File: config.mk
export PLATFORM = sky130hd
export DESIGN_NAME = div_result_bcd
export DESIGN_NICKNAME = d
export VERILOG_FILES = /design/src/rtl/div_disp_pkg.sv /design/src/rtl/bcd_digit_adjust.sv /design/src/rtl/div_result_bcd.sv
export SDC_FILE = /design/constraint.sdc
export NUM_CORES = 1
export LEC_CHECK = 0
export ABC_CLOCK_PERIOD_IN_PS = 3100
export CAP_MARGIN = 5
export CORE_MARGIN = 2
export CORE_UTILIZATION = 45
export CTS_BUF_LIST = sky130_fd_sc_hd__clkbuf_16
export CTS_CLUSTER_SIZE = 25
export DETAILED_ROUTE_END_ITERATION = 8
export PLACE_DENSITY_LB_ADDON = 0.3
export SKIP_CTS_REPAIR_TIMING = 1
export SKIP_LAST_GASP = 1
export SLEW_MARGIN = 20
export SYNTH_ARGS = -nofsm -noshare
export SYNTH_HDL_FRONTEND = slang
export SYNTH_HIERARCHICAL = 1
export SYNTH_SLANG_ARGS = --single-unit
File: constraint.sdc
create_clock -name clk -period 3.1 [get_ports clk]
set_input_delay 0.93 -clock clk [delete_from_list [all_inputs] [get_ports clk]]
set_output_delay 0.93 -clock clk [all_outputs]
set_load 0.005 [all_outputs]
File: src/rtl/div_disp_pkg.sv
// Shared defaults and state encoding for the divider-result BCD readout.
package div_disp_pkg;

  localparam int DEF_IN_WIDTH = 17;
  localparam int DEF_DIGITS   = 5;
  // One shift-add-3 step per input bit.
  localparam int CONV_CYCLES  = DEF_IN_WIDTH;

  localparam logic [1:0] ST_IDLE    = 2'd0;
  localparam logic [1:0] ST_CONVERT = 2'd1;
  localparam logic [1:0] ST_DONE    = 2'd2;

  typedef enum logic [1:0] {
    IDLE    = ST_IDLE,
    CONVERT = ST_CONVERT,
    DONE    = ST_DONE
  } state_e;

endpackage

File: src/rtl/bcd_digit_adjust.sv
// Double-dabble correction for one BCD digit: add 3 when the digit is 5 or more.
module bcd_digit_adjust (
  input  logic [3:0] d_i,
  output logic [3:0] d_o
);

  assign d_o = (d_i >= 4'd5) ? d_i + 4'd3 : d_i;

endmodule

File: src/rtl/div_result_bcd.sv
// Converts a signed divider result to sign + BCD magnitude, one bit per clock,
// with a leading-zero blanking mask for the display.
module div_result_bcd
  import div_disp_pkg::*;
#(
  parameter int IN_WIDTH = DEF_IN_WIDTH,
  parameter int DIGITS   = DEF_DIGITS
) (
  input  logic                  clk,
  input  logic                  reset,
  input  logic                  valid_in,
  input  logic [IN_WIDTH-1:0]   value_in,
  output logic                  busy,
  output logic                  valid_out,
  output logic                  sign_out,
  output logic [4*DIGITS-1:0]   bcd_out,
  output logic [DIGITS-1:0]     digit_en,
  output logic                  dropped
);

  localparam int BW = 4 * DIGITS;
  localparam int CW = $clog2(IN_WIDTH + 1);
  localparam logic [CW-1:0] LAST_SHIFT = CW'(IN_WIDTH - 1);

  state_e              state_q, state_d;
  logic                sign_q, sign_d;
  logic [IN_WIDTH-1:0] mag_q, mag_d;
  logic [BW-1:0]       bcd_q, bcd_d;
  logic [CW-1:0]       count_q, count_d;
  logic                sign_out_q, sign_out_d;
  logic [BW-1:0]       bcd_out_q, bcd_out_d;
  logic [DIGITS-1:0]   digit_en_q, digit_en_d;
  logic                valid_out_q, valid_out_d;
  logic                dropped_q, dropped_d;

  logic [BW-1:0]       bcd_adj;
  logic [DIGITS-1:0]   digit_en_w;
  logic                any_nz;

  for (genvar g = 0; g < DIGITS; g++) begin : g_adj
    bcd_digit_adjust u_adj (
      .d_i (bcd_q[4*g +: 4]),
      .d_o (bcd_adj[4*g +: 4])
    );
  end

  // A digit is shown if it or any more significant digit is nonzero; units always shown.
  always_comb begin
    any_nz     = 1'b0;
    digit_en_w = '0;
    for (int i = DIGITS - 1; i >= 0; i--) begin
      any_nz        = any_nz | (bcd_q[4*i +: 4] != 4'd0);
      digit_en_w[i] = any_nz;
    end
    digit_en_w[0] = 1'b1;
  end

  // NOTE: every _d gets a default before the case so no path leaves it unassigned (no latch).
  always_comb begin
    state_d     = state_q;
    sign_d      = sign_q;
    mag_d       = mag_q;
    bcd_d       = bcd_q;
    count_d     = count_q;
    sign_out_d  = sign_out_q;
    bcd_out_d   = bcd_out_q;
    digit_en_d  = digit_en_q;
    valid_out_d = 1'b0;
    dropped_d   = valid_in && (state_q != IDLE);
    case (state_q)
      IDLE: begin
        if (valid_in) begin
          sign_d  = value_in[IN_WIDTH-1];
          // Unsigned magnitude: the most negative input maps to 2^(IN_WIDTH-1) without overflow.
          mag_d   = value_in[IN_WIDTH-1] ? (~value_in + 1'b1) : value_in;
          bcd_d   = '0;
          count_d = '0;
          state_d = CONVERT;
        end
      end
      CONVERT: begin
        bcd_d   = {bcd_adj[BW-2:0], mag_q[IN_WIDTH-1]};
        mag_d   = {mag_q[IN_WIDTH-2:0], 1'b0};
        count_d = count_q + 1'b1;
        if (count_q == LAST_SHIFT) begin
          state_d = DONE;
        end
      end
      DONE: begin
        sign_out_d  = sign_q;
        bcd_out_d   = bcd_q;
        digit_en_d  = digit_en_w;
        valid_out_d = 1'b1;
        state_d     = IDLE;
      end
      default: state_d = IDLE;
    endcase
  end

  // NOTE: non-blocking assignments here so every register samples pre-edge values.
  always_ff @(posedge clk) begin
    if (!reset) begin
      state_q     <= IDLE;
      sign_q      <= 1'b0;
      mag_q       <= '0;
      bcd_q       <= '0;
      count_q     <= '0;
      sign_out_q  <= 1'b0;
      bcd_out_q   <= '0;
      digit_en_q  <= '0;
      valid_out_q <= 1'b0;
      dropped_q   <= 1'b0;
    end else begin
      state_q     <= state_d;
      sign_q      <= sign_d;
      mag_q       <= mag_d;
      bcd_q       <= bcd_d;
      count_q     <= count_d;
      sign_out_q  <= sign_out_d;
      bcd_out_q   <= bcd_out_d;
      digit_en_q  <= digit_en_d;
      valid_out_q <= valid_out_d;
      dropped_q   <= dropped_d;
    end
  end

  assign busy      = (state_q != IDLE);
  assign valid_out = valid_out_q;
  assign sign_out  = sign_out_q;
  assign bcd_out   = bcd_out_q;
  assign digit_en  = digit_en_q;
  assign dropped   = dropped_q;

endmodule

==> impl_metrics.yaml, run 1 <==
timing:
  setup_violations: 0
  min_period_ns: 2.69
  hold_viol_final: 0
  fmax_mhz: 372
  fin_skew_ns: 0.00356
  fin_crit_sh_pct: 86.8
  rsz0062_at_grt: "no"
  tns_ns: 0
  worst_pin_slew_ns: 0.957
  finalMaxSlewViolations: 0
  slew-limit-headroom_pct: 36.2
detailed_routing:
  drc: 0
  wl_per_cell_um: 13.8
  wl_um: 7530
  first_iter_violations: 143
  first_pass_iters: 4
  ant_nets: 0
  vias: 2999
  vias_per_cell: 5.50
setup_path:
  path_cells: "clkdlybuf4s50_1 > inv_1 > ha_1 > or3b_2 > o41ai_2 > xor2_1 > o22ai_1"
  cpPeakStageDelay_ns: 0.56
  cp-start-kind: "input port"
  critPathRequiredTime_ns: 3.29
  r2r_end: "bcd_q[11]$_SDFFE_PN0P_"
  crit_path_end_kind: "register"
  ff2ff_path_depth: 4
  path_delay_family: "simple AND/OR/NAND/NOR gates"
  slowest_stage: "or3b_2"
  worstPathMaxFanout: 7
  critPathBufInv: 2
  rrSetupSlack_ns: 1.10
  critPathKind: "in -> reg"
  rr_startpoint: "state_q[0]$_SDFFE_PN0P_"
  critPathArrivalTime_ns: 2.88
floorplan:
  die_area_um2: 8410
  io_pins: 49
  die_y_um: 91.7
  core_area_um2: 7370
  rows: 31
  start_util_pct: 47.0
  die_x_um: 91.7
global_routing:
  grt_pass1_vias: 2880
  grt_first_pass_wirelength_um: 13200
  grt_util_all_layers_pct: 19.2
  antenna_found_initial: 0
  gr-total-overflow: 0
  grt_start_max_net_pins: 42
final_layout:
  drive_above_1_share_pct: 8.30
  area_growth_pct: 23.4
  fin_nets: 475
  layout.cells.non_filler: 545
  fillers: 665
  antenna_cells: 0
placement:
  io_buffers: 48
  place.gp.congestion: 0.890
  dp.cells: 530
  dp_hpwl_um: 5130
pwr:
  peakVddDrop_mv: 0.236
  power_per_cell_area_nw_per_um2: 480
  p_leak_nw: 1.60
clock_network:
  cts.sinks: 73
  cts_tree: "yes"
  cts.clk_slew.worst_paths_ns: 0.05
  cts_made_buffers: 9
  cts_root_buffer: "clkbuf_16"
  clk_latency_ns: 0.32
  cts.htree.levels: 3
  cts.path.max_buffers: 2
worst_hold_path:
  worstHoldStart: "bcd_out[19]$_SDFFE_PN0P_"
  min_to: "bcd_out[19]$_SDFFE_PN0P_"
  worstHoldPathCells: 2
  hold_class: "reg -> reg"
synth:
  netlist_instances: 401
  yosysWarnings: 6
  syn_area_um2: 3460
  avgSynthCellArea_um2: 8.64
  syn_nets: 434
job:
  max_cap_violations: 0
outcome:
  status: "complete, no violations"
-- per-stage QoR --
stage	area, µm²	setup slack, ns	power [mW]	hold slack [ns]	util (%)
floorplan	3460	0.658	1.11	0.432	-
CTS	4270	0.433	2.06	0.455	58.0
global placement	4020	0.162	1.18	0.441	54.6
finish	4270	0.411	2.05	0.449	58.0
global route	4270	0.289	2.13	0.473	58.0
detailed placement	4020	0.0834	1.18	0.448	54.6
-- area by class of cell --
class	instances	area (µm²)	share of cell area [%]
clock inverters	6	26.3	0.615
clock buffers	9	225	5.27
flip-flops and latches	73	1460	34.2
repair buffers	56	541	12.7
well taps	99	124	2.90
inverters	17	63.8	1.49
multi-input cells	285	1830	42.9
-- sequential cells by signal, summed over array words and instances, names as in the netlist --
| signal | count |
|---|---|
| bcd_out | 20 |
| bcd_q | 20 |
| mag_q | 17 |
| count_q | 5 |
| digit_en | 5 |
| state_q | 2 |
| dropped | 1 |
| sign_out | 1 |
| sign_q | 1 |
| valid_out | 1 |
-- worst max path at each step --
stage                                        end  slack (ns)   startpoint  cells after the start
after floorplan           mag_q[14]$_SDFFE_PN0P_        0.66  value_in[0]                      7
after global placement    mag_q[13]$_SDFFE_PN0P_        0.16  value_in[7]                      5
after detailed placement  mag_q[12]$_SDFFE_PN0P_        0.08  value_in[0]                      7
after CTS                 mag_q[12]$_SDFFE_PN0P_        0.43  value_in[0]                      7
after global routing      mag_q[12]$_SDFFE_PN0P_        0.29  value_in[0]                      7
final                     mag_q[12]$_SDFFE_PN0P_        0.41  value_in[0]                      7
-- metal layers --
metal  GRT usage [%]  wire length, µm  up-vias
met1            24.8             3550     1434
li1                -                -     1492
met4            6.59               99        0
met5               0                0        -
met3            4.60              231       11
met2            31.3             3650       62
-- layout by cell type, fill, tap and decap left out, types with 8 or more instances in the layout --
cell type        count
nand2b_1            12
nor2_1              19
nand2_1             73
o21ai_0             10
a22o_1              23
dfxtp_1             73
ha_1                13
a22oi_1             13
xor2_1              11
clkdlybuf4s50_1     48
inv_1               16
o22ai_1             10
a21oi_1             30
clkbuf_16            9
buf_4                8
-- worst register-to-register path, cell delays in order, from the launching register on --
cell,delay (ns)
dfxtp_1,0.52
nor2b_1,0.53
and2_1,0.44
buf_4,0.29
a22o_1,0.16
-- where the power goes --
part / total (mW) / leakage, nW / switching, mW / internal [mW]
sequential: 0.982 / 0.591 / 0.0185 / 0.964
clock: 0.887 / 0.127 / 0.364 / 0.523
combinational: 0.184 / 0.886 / 0.104 / 0.0798
total: 2.05 / 1.60 / 0.486 / 1.57
(Power assumes the default switching activity.)
==> run 2, diff against run 1 <==
ABC_CLOCK_PERIOD_IN_PS = 2300   (was 3100)
PLACE_DENSITY_LB_ADDON = 0.12   (was 0.3)
clock period = 2.3 ns   (was 3.1 ns; I/O delays follow)
==> impl_metrics.yaml, run 2 (synthesis results as in run 1) <==
pwr:
  swShare_pct: 24.8
  internal-power_mw: 2.16
  pwr-share-clk_pct: 44.1
  p_sw_mw: 0.712
  pwr-share-seq_pct: 45.8
  peakVddDrop_mv: 0.327
  p_leak_nw: 1.73
  combinationalPowerShare_pct: 10.1
  power_per_cell_area_nw_per_um2: 636
setup_path:
  cpPeakStageDelay_ns: 0.53
  path_cells: "clkdlybuf4s50_1 > or4_1 > buf_4 > o41ai_4 > xor2_1 > o22ai_1"
  critPathKind: "in -> reg"
  crit_path_end_kind: "register"
  critPathArrivalTime_ns: 2.45
  worstPathMaxFanout: 7
  critPathRequiredTime_ns: 2.50
  critPathBufInv: 2
  path_delay_family: "buffers and inverters"
  cp-start-kind: "input port"
  slowest_stage: "or4_1"
timing:
  hold_viol_final: 0
  fin_skew_ns: 0.00528
  fin_crit_sh_pct: 97.8
  fmax_mhz: 445
  slew-limit-headroom_pct: 64.5
  setup_violations: 0
  rsz0062_at_grt: "yes"
  fin_ws_ns: 0.0510
  worst_pin_slew_ns: 0.531
  finalMaxSlewViolations: 0
  min_period_ns: 2.25
detailed_routing:
  vias_per_cell: 5.28
  ant_nets: 0
  wl_um: 7820
  first_pass_iters: 4
  vias: 3032
  wl_per_cell_um: 13.6
  first_iter_violations: 141
  drc: 0
floorplan:
  core_area_um2: 7370
  io_pins: 49
  start_util_pct: 47.0
  rows: 31
  die_x_um: 91.7
  die_area_um2: 8410
  die_y_um: 91.7
clock_network:
  cts.path.max_buffers: 2
  clk_latency_ns: 0.33
  cts.clk_slew.worst_paths_ns: 0.06
  cts.sinks: 73
  cts_made_buffers: 9
  cts.htree.levels: 3
  cts_tree: "yes"
  cts_root_buffer: "clkbuf_16"
global_routing:
  antenna_found_initial: 0
  grt_util_all_layers_pct: 19.5
  grt_start_max_net_pins: 42
  gr-total-overflow: 0
  grt_first_pass_wirelength_um: 13400
  grt_pass1_vias: 2863
worst_hold_path:
  hold_class: "reg -> reg"
final_layout:
  final_cell_area_um2: 4520
  drive_above_1_share_pct: 14.7
  antenna_cells: 0
  fin_nets: 503
  area_growth_pct: 30.5
  final_cell_mix: "73 x nand2_1, 73 x dfxtp_1, 48 x clkdlybuf4s50_1"
placement:
  dp_hpwl_um: 5470
  place_ws_ns: -0.394
  dpl-instance-area_um2: 4230
  io_buffers: 48
  place.gp.congestion: 0.807
job:
  max_cap_violations: 0
outcome:
  status: "complete, no violations"
## run 2: final timing paths
| kind | startpoint | endpoint | slack [ns] | depth (start not counted) |
|---|---|---|---|---|
| setup reg to reg | state_q[0]$_SDFFE_PN0P_ | bcd_q[6]$_SDFFE_PN0P_ | 0.65 | 5 |
| setup / recovery | value_in[7] | mag_q[13]$_SDFFE_PN0P_ | 0.05 | 6 |
| hold / removal | bcd_out[15]$_SDFFE_PN0P_ | bcd_out[15]$_SDFFE_PN0P_ | 0.45 | 2 |
| hold reg to reg | bcd_out[15]$_SDFFE_PN0P_ | bcd_out[15]$_SDFFE_PN0P_ | 0.45 | 2 |
## run 2: area by class of cell
type / instances / area, µm²
Multi-Input combinational cell: 285 / 1850
Timing Repair Buffer: 84 / 751
Sequential cell: 73 / 1460
Inverter: 17 / 63.8
Tap cell: 99 / 124
Clock buffer: 9 / 225
Clock inverter: 7 / 46.3
Fill cell: 680 / 2850
## run 2: power groups by stage
stage | clock network, mW | logic (mW) | registers, mW
finish | 1.27 | 0.289 | 1.32
global route | 1.36 | 0.318 | 1.32
CTS | 1.29 | 0.287 | 1.32
detailed placement | 0 | 0.287 | 1.35
global placement | 0 | 0.282 | 1.34
floorplan | 0 | 0.157 | 1.34
## run 2: per-layer routing
layer	vias to the layer above	part of all wire (%)	GRT usage [%]
li1	1548	-	-
met1	1415	47	25.4
met2	59	48	32.2
met3	10	4.3	4.77
met4	0	0.97	5.85
met5	-	0	0
## run 2: per-stage QoR
stage,power [mW],utilization (%),hold slack [ns],TNS (ns),instances
after floorplan,1.50,-,0.432,0,401
after global placement,1.63,57.4,0.441,-3.47,558
after detailed placement,1.63,57.4,0.447,-3.91,558
after CTS,2.90,61.1,0.455,-0.0517,574
after global routing,3.00,61.3,0.467,-0.116,574
final,2.88,61.3,0.454,0,574
## run 2: worst reg2reg max path, stage by stage, from the launching register on
cell and delay [ns]:
dfxtp_1 0.32, buf_4 0.16, nor2b_1 0.47, and2_1 0.27, buf_4 0.22, a22o_1 0.16
